==> config.mk <==
export PLATFORM = sky130hd
export DESIGN_NAME = fpu_add_sched
export DESIGN_NICKNAME = d
export VERILOG_FILES = /design/src/rtl/fpu_add_sched_pkg.sv /design/src/rtl/fpu_rr_arb.sv /design/src/rtl/fpu_add_sched.sv
export SDC_FILE = /design/constraint.sdc
export NUM_CORES = 1
export LEC_CHECK = 0
export BUFFER_PORTS_ARGS = -buffer_cell sky130_fd_sc_hd__buf_4
export CORE_AREA = 2 2 199 201
export DETAILED_ROUTE_END_ITERATION = 7
export DIE_AREA = 0 0 201 203
export SLEW_MARGIN = 20
export SYNTH_ARGS = -nofsm -noshare
export SYNTH_HDL_FRONTEND = slang
export SYNTH_SLANG_ARGS = --single-unit
export TNS_END_PERCENT = 50
==> constraint.sdc <==
create_clock -name Clk_CI -period 4.61 [get_ports Clk_CI]
set_clock_uncertainty 0.15 [all_clocks]
set_input_delay 0.6915 -clock Clk_CI [delete_from_list [all_inputs] [get_ports Clk_CI]]
set_output_delay 0.6915 -clock Clk_CI [all_outputs]
set_load 0.1 [all_outputs]
==> src/rtl/fpu_add_sched_pkg.sv <==
// rtl/fpu_add_sched_pkg.sv - shared constants and types for the FP add scheduler
package fpu_add_sched_pkg;

    localparam int C_FPU_SCHED_NREQ  = 4;
    localparam int C_FPU_SCHED_LAT   = 3;
    localparam int C_FPU_SCHED_WIDTH = 32;
    localparam int C_FPU_TAG_W       = $clog2(C_FPU_SCHED_NREQ);

    typedef struct packed {
        logic                   valid;
        logic [C_FPU_TAG_W-1:0] tag;
    } fpu_sched_tag_t;

endpackage

==> src/rtl/fpu_rr_arb.sv <==
// rtl/fpu_rr_arb.sv - round-robin arbiter, pointer starts so that index 0 wins first
module fpu_rr_arb
    import fpu_add_sched_pkg::*;
#(
    parameter int NREQ  = C_FPU_SCHED_NREQ,
    parameter int IDX_W = $clog2(NREQ)
) (
    input  logic             i_clk,
    input  logic             i_rstn,
    input  logic [NREQ-1:0]  i_req,
    input  logic             i_advance,
    output logic [NREQ-1:0]  o_gnt,
    output logic [IDX_W-1:0] o_idx
);

    logic [IDX_W-1:0] r_ptr;
    logic             w_found;

    // Scan starts one past the last winner so the last winner has lowest priority.
    always_comb begin
        int c;
        c       = 0;
        w_found = 1'b0;
        o_gnt   = '0;
        o_idx   = '0;
        for (int k = 1; k < NREQ + 1; k++) begin
            c = int'(r_ptr) + k;
            if (c >= NREQ) c = c - NREQ;
            if (!w_found && i_req[c]) begin
                w_found  = 1'b1;
                o_gnt[c] = 1'b1;
                o_idx    = IDX_W'(c);
            end
        end
    end

    always_ff @(posedge i_clk) begin
        if (!i_rstn) begin
            r_ptr <= IDX_W'(NREQ - 1);
        end else if (i_advance) begin
            r_ptr <= o_idx;
        end
    end

endmodule

==> src/rtl/fpu_add_sched.sv <==
// rtl/fpu_add_sched.sv - shares one fixed-latency FP adder among NREQ requesters
module fpu_add_sched
    import fpu_add_sched_pkg::*;
#(
    parameter int NREQ    = C_FPU_SCHED_NREQ,
    parameter int LATENCY = C_FPU_SCHED_LAT,
    parameter int WIDTH   = C_FPU_SCHED_WIDTH,
    parameter int TAG_W   = $clog2(NREQ)
) (
    input  logic                  Clk_CI,
    input  logic                  Rst_RBI,
    input  logic                  Clear_SI,
    input  logic [NREQ-1:0]       Req_valid_SI,
    output logic [NREQ-1:0]       Req_ready_SO,
    input  logic [NREQ*WIDTH-1:0] Req_opA_DI,
    input  logic [NREQ*WIDTH-1:0] Req_opB_DI,
    input  logic [NREQ-1:0]       Req_sub_SI,
    output logic                  Issue_valid_SO,
    output logic [WIDTH-1:0]      Issue_opA_DO,
    output logic [WIDTH-1:0]      Issue_opB_DO,
    output logic [TAG_W-1:0]      Issue_tag_DO,
    input  logic [WIDTH-1:0]      Adder_res_DI,
    output logic [NREQ-1:0]       Res_valid_SO,
    input  logic [NREQ-1:0]       Res_ready_SI,
    output logic [NREQ*WIDTH-1:0] Res_data_DO,
    output logic                  Busy_SO
);

    logic [NREQ-1:0]       r_outstanding;
    logic [NREQ-1:0]       r_res_valid;
    logic [NREQ*WIDTH-1:0] r_res_data;
    logic                  r_issue_valid;
    logic [WIDTH-1:0]      r_issue_opa;
    logic [WIDTH-1:0]      r_issue_opb;
    logic [TAG_W-1:0]      r_issue_tag;
    logic [LATENCY-1:0]    r_pipe_valid;
    logic [TAG_W-1:0]      r_pipe_tag [LATENCY];

    logic [NREQ-1:0]  w_handshake;
    logic [NREQ-1:0]  w_eligible;
    logic [NREQ-1:0]  w_arb_req;
    logic [NREQ-1:0]  w_gnt;
    logic [TAG_W-1:0] w_idx;
    logic             w_accept;
    logic             w_flush;
    logic [WIDTH-1:0] w_opa;
    logic [WIDTH-1:0] w_opb;
    logic             w_wr;
    logic [TAG_W-1:0] w_wtag;

    // A result consumed this cycle frees its requester for a grant in the same cycle.
    assign w_handshake = r_res_valid & Res_ready_SI;
    assign w_eligible  = Req_valid_SI & ~(r_outstanding & ~w_handshake);
    assign w_flush     = !Rst_RBI || Clear_SI;
    assign w_arb_req   = w_flush ? '0 : w_eligible;
    assign w_accept    = |w_gnt;

    fpu_rr_arb #(
        .NREQ  (NREQ),
        .IDX_W (TAG_W)
    ) u_arb (
        .i_clk     (Clk_CI),
        .i_rstn    (Rst_RBI),
        .i_req     (w_arb_req),
        .i_advance (w_accept),
        .o_gnt     (w_gnt),
        .o_idx     (w_idx)
    );

    assign w_opa = Req_opA_DI[int'(w_idx)*WIDTH +: WIDTH];
    assign w_opb = Req_sub_SI[w_idx]
                 ? {~Req_opB_DI[int'(w_idx)*WIDTH + WIDTH - 1],
                    Req_opB_DI[int'(w_idx)*WIDTH +: WIDTH-1]}
                 : Req_opB_DI[int'(w_idx)*WIDTH +: WIDTH];

    always_ff @(posedge Clk_CI) begin
        if (!Rst_RBI) begin
            r_issue_valid <= 1'b0;
            r_issue_opa   <= '0;
            r_issue_opb   <= '0;
            r_issue_tag   <= '0;
        end else if (Clear_SI || !w_accept) begin
            r_issue_valid <= 1'b0;
        end else begin
            r_issue_valid <= 1'b1;
            r_issue_opa   <= w_opa;
            r_issue_opb   <= w_opb;
            r_issue_tag   <= w_idx;
        end
    end

    always_ff @(posedge Clk_CI) begin
        if (w_flush) begin
            r_pipe_valid <= '0;
        end else begin
            r_pipe_valid[0] <= r_issue_valid;
            for (int k = 1; k < LATENCY; k++) begin
                r_pipe_valid[k] <= r_pipe_valid[k-1];
            end
        end
        r_pipe_tag[0] <= r_issue_tag;
        for (int k = 1; k < LATENCY; k++) begin
            r_pipe_tag[k] <= r_pipe_tag[k-1];
        end
    end

    assign w_wr   = r_pipe_valid[LATENCY-1];
    assign w_wtag = r_pipe_tag[LATENCY-1];

    // One outstanding op per requester means the target buffer is always free at write.
    always_ff @(posedge Clk_CI) begin
        if (!Rst_RBI) begin
            r_res_valid <= '0;
            r_res_data  <= '0;
        end else if (Clear_SI) begin
            r_res_valid <= '0;
        end else begin
            for (int i = 0; i < NREQ; i++) begin
                if (w_wr && (w_wtag == TAG_W'(i))) begin
                    r_res_valid[i]                <= 1'b1;
                    r_res_data[i*WIDTH +: WIDTH]  <= Adder_res_DI;
                end else if (w_handshake[i]) begin
                    r_res_valid[i] <= 1'b0;
                end
            end
        end
    end

    always_ff @(posedge Clk_CI) begin
        if (w_flush) begin
            r_outstanding <= '0;
        end else begin
            r_outstanding <= (r_outstanding & ~w_handshake) | w_gnt;
        end
    end

    assign Req_ready_SO   = w_gnt;
    assign Issue_valid_SO = r_issue_valid;
    assign Issue_opA_DO   = r_issue_opa;
    assign Issue_opB_DO   = r_issue_opb;
    assign Issue_tag_DO   = r_issue_tag;
    assign Res_valid_SO   = r_res_valid;
    assign Res_data_DO    = r_res_data;
    assign Busy_SO        = |r_outstanding;

endmodule

==> flow_metrics.py <==
metrics = {
    "critical_path": {
        "rr_endpoint": "Issue_opB_DO[9]",
        "cp_max_fo": 12,
        "arrival_ns": 3.53,
        "reg2reg_slack_ns": 0.60,
        "rr_startpoint": "u_arb.r_ptr[0]",
        "startpoint_type": "register",
        "crit_type": "register to primary output",
        "reg2reg_depth": 12,
        "crit_path_end_kind": "primary output",
        "crit_required_ns": 3.77,
    },
    "clock_tree": {
        "clk_pin_slew_ns": 0.05,
        "clk_path_buf_depth": 3,
        "cts_setup_buffers": 0,
        "cts.sinks": 214,
        "numCtsBuffers": 26,
        "clock_latency_ns": 0.52,
        "cts_tree": "yes",
        "cts_resized": 0,
        "cts_max_level": 1,
        "clock-root-buffer": "clkbuf_16",
        "cts_hold_buf": 0,
    },
    "timing": {
        "period_share": 0.9478,
        "whs_ns": 0.1741,
        "fin_crit_ns": 4.369,
        "tightest_slew_ns": 1.158,
        "setup_viol_count_final": 0,
        "fin_ws_ns": 0.2406,
        "hold_viol_final": 0,
        "finalMaxSlewViolations": 0,
        "rsz0062_at_grt": "no",
        "clock.fmax_mhz": 228.9,
        "maxSlewHeadroom": 0.2277,
        "tns_ns": 0,
    },
    "flow_run": {
        "drv_cap": 0,
    },
    "min_path": {
        "min_path_type": "register to register",
        "hold_path_end": "r_pipe_tag[0][2]",
        "hold_start": "r_pipe_tag[0][0]",
        "hold_path_depth": 0,
    },
    "floorplanning": {
        "initial_utilization": 0.2745,
        "row_count": 72,
        "num_io_pins": 507,
        "die_w_um": 201,
        "design.die.area_mm2": 0.04080,
        "dieHeight_um": 203,
        "core_area_mm2": 0.03847,
    },
    "final_layout": {
        "synthToLayoutAreaGrowth_pct": 47.57,
        "multiInputGateArea_mm2": 0.005692,
        "final_layout_size_suffix_gt1_frac": 0.4285,
        "register_area_mm2": 0.004284,
        "fillers": 3850,
        "nets": 1922,
        "post-route-util": 0.4051,
        "diodes": 0,
    },
    "synthesis": {
        "synthesis.area_mm2": 0.01056,
        "synthFlopType": "dfxtp_1",
        "syn_nets": 1454,
        "avgSynthCellArea_um2": 9.239,
        "synth_top_cell_area_share": 0.4057,
        "yosysTopAreaCell": "dfxtp_1",
        "yosys.cell_types.count": 56,
        "yosysWarnings": 0,
        "ys_ff_latch": 214,
        "async_flop_share": 0,
        "synthTopCellsByCount": "269 x nand2_1, 214 x dfxtp_1, 129 x mux2i_1",
        "synth_edf_count": 0,
        "syn_inst": 1143,
        "synth_area_leaders": "dfxtp_1 41%, mux2i_1 12%, nand2_1 9.6%",
        "yosysSeqAreaShare": 0.4057,
        "yosysMostFrequentCell": "nand2_1",
    },
    "routing": {
        "vias_per_cell": 4.578,
        "drc": 0,
        "first_pass_iters": 6,
        "routed_wl_um": 36240,
        "drt_iter0_markers": 359,
        "vias": 9829,
        "postRouteAntennaNets": 0,
        "routedWlPerCell_um": 16.88,
    },
    "power": {
        "p_leak_nw": 6.426,
        "peakVddDrop_mv": 0.4276,
        "power_density_mw_per_mm2": 700.0,
    },
    "global_routing": {
        "grt_usage": 0.1685,
        "antenna_found_initial": 0,
        "grt_pass1_wl_um": 54890,
        "grt_pass1_vias": 9648,
        "grt_max_degree": 197,
        "overflow": 0,
    },
    "place": {
        "gp_congestion": 0.8379,
        "post-place-ws_ns": 0.6821,
        "hpwl_um": 26850,
        "port_buffers": 506,
    },
    "outcome": {
        "status": "finished, final reports clean",
    },
}
-- final cells by class --
class / instances / area share
Multi-Input combinational cell: 835 / 0.3652
Tap cell: 518 / 0.04159
Clock inverter: 10 / 0.009876
Clock buffer: 36 / 0.04809
Timing Repair Buffer: 530 / 0.2593
Inverter: 4 / 0.0009635
Sequential cell: 214 / 0.2749
-- worst max-delay path, cell delays in order (launching register included) --
cell      delay, ns
dfxtp_1        0.62
clkinv_1       0.46
ha_1           0.51
nand2b_1       0.13
o22a_1         0.26
a21oi_2        0.26
a22oi_1        0.13
o211ai_2       0.30
buf_4          0.36
-- state kept, by name, summed over array words and instances (netlist names), 2 cells and up --
register / flops
Issue_opB_DO: 32
Res_data_DO: 128
r_pipe_tag: 6
r_outstanding: 4
Issue_tag_DO: 2
Issue_opA_DO: 32
u_arb.r_ptr: 2
r_pipe_valid: 3
Res_valid_SO: 4
-- cells by family after synthesis --
| logic type | count (synthesis) | share of synthesized area |
|---|---|---|
| and+or+nand+nor | 396 | 0.1643 |
| adders and majority gates | 8 | 0.009479 |
| DFF | 214 | 0.4057 |
| xor gates and xnor gates | 4 | 0.003318 |
| AOI/OAI and AO/OA | 234 | 0.1678 |
| buffers and inverters | 94 | 0.05782 |
| muxes | 193 | 0.1916 |
-- through the flow --
stage / total power, mW / std cells / cell area [um^2]
final: 10.91 / 2147 / 15580
after floorplan: 7.688 / 1143 / 10560
after CTS: 11.07 / 2147 / 15580
after global placement: 8.798 / 2101 / 14680
after global routing: 11.51 / 2147 / 15580
after detailed placement: 8.875 / 2101 / 14680
-- placed cells by master (no fill, tap or decap), types with 2 or more instances in the layout --
cell	count
a211oi_1	2
a21boi_0	128
a21boi_1	5
a21oi_1	4
a22oi_1	5
and2_1	5
and2b_1	2
buf_12	5
buf_4	525
bufinv_16	4
clkbuf_1	5
clkbuf_16	27
clkbuf_8	4
clkinv_2	5
dfxtp_1	214
ha_1	8
inv_1	2
mux2_2	63
mux2i_1	129
nand2_1	269
nand2b_1	7
nand3_1	66
nand3b_1	5
nand4_1	4
nor2_1	21
nor2_2	4
o211ai_1	2
o211ai_2	4
o21ai_0	7
o21ai_1	21
o21ai_2	43
or2_1	2
or3_1	2
xnor2_1	2
xor2_1	2
-- power breakdown --
part	leakage, nW	switching (mW)	internal [mW]
Sequential	1.75	0.191	2.20
Combinational	4.23	4.22	2.15
Clock	0.448	0.798	1.35
Total	6.43	5.21	5.70
-- worst max-delay path by stage --
| stage | from | to | slack [ns] | cells past startpoint |
|---|---|---|---|---|
| after CTS | u_arb.r_ptr[0] | Req_ready_SO[1] | 0.27 | 8 |
| final | u_arb.r_ptr[0] | Req_ready_SO[1] | 0.24 | 8 |
| after detailed placement | u_arb.r_ptr[0] | Issue_opA_DO[5] | 0.68 | 12 |
| after global placement | Res_ready_SI[3] | Issue_opA_DO[5] | 0.81 | 11 |
| after floorplan | Res_valid_SO[1] | Issue_opA_DO[15] | 0.52 | 13 |
| after global routing | u_arb.r_ptr[0] | Req_ready_SO[2] | 0.01 | 8 |
-- metal layers --
metal  share of wire  track usage  vias to the layer above
met1            0.41       0.2009                     4523
met2            0.49       0.2988                      372
li1                -            -                     4874
met3           0.071      0.03917                       60
met5               0            0                        -
met4           0.030      0.05344                        0
Note: power is estimated with default switching activity, not from simulation.
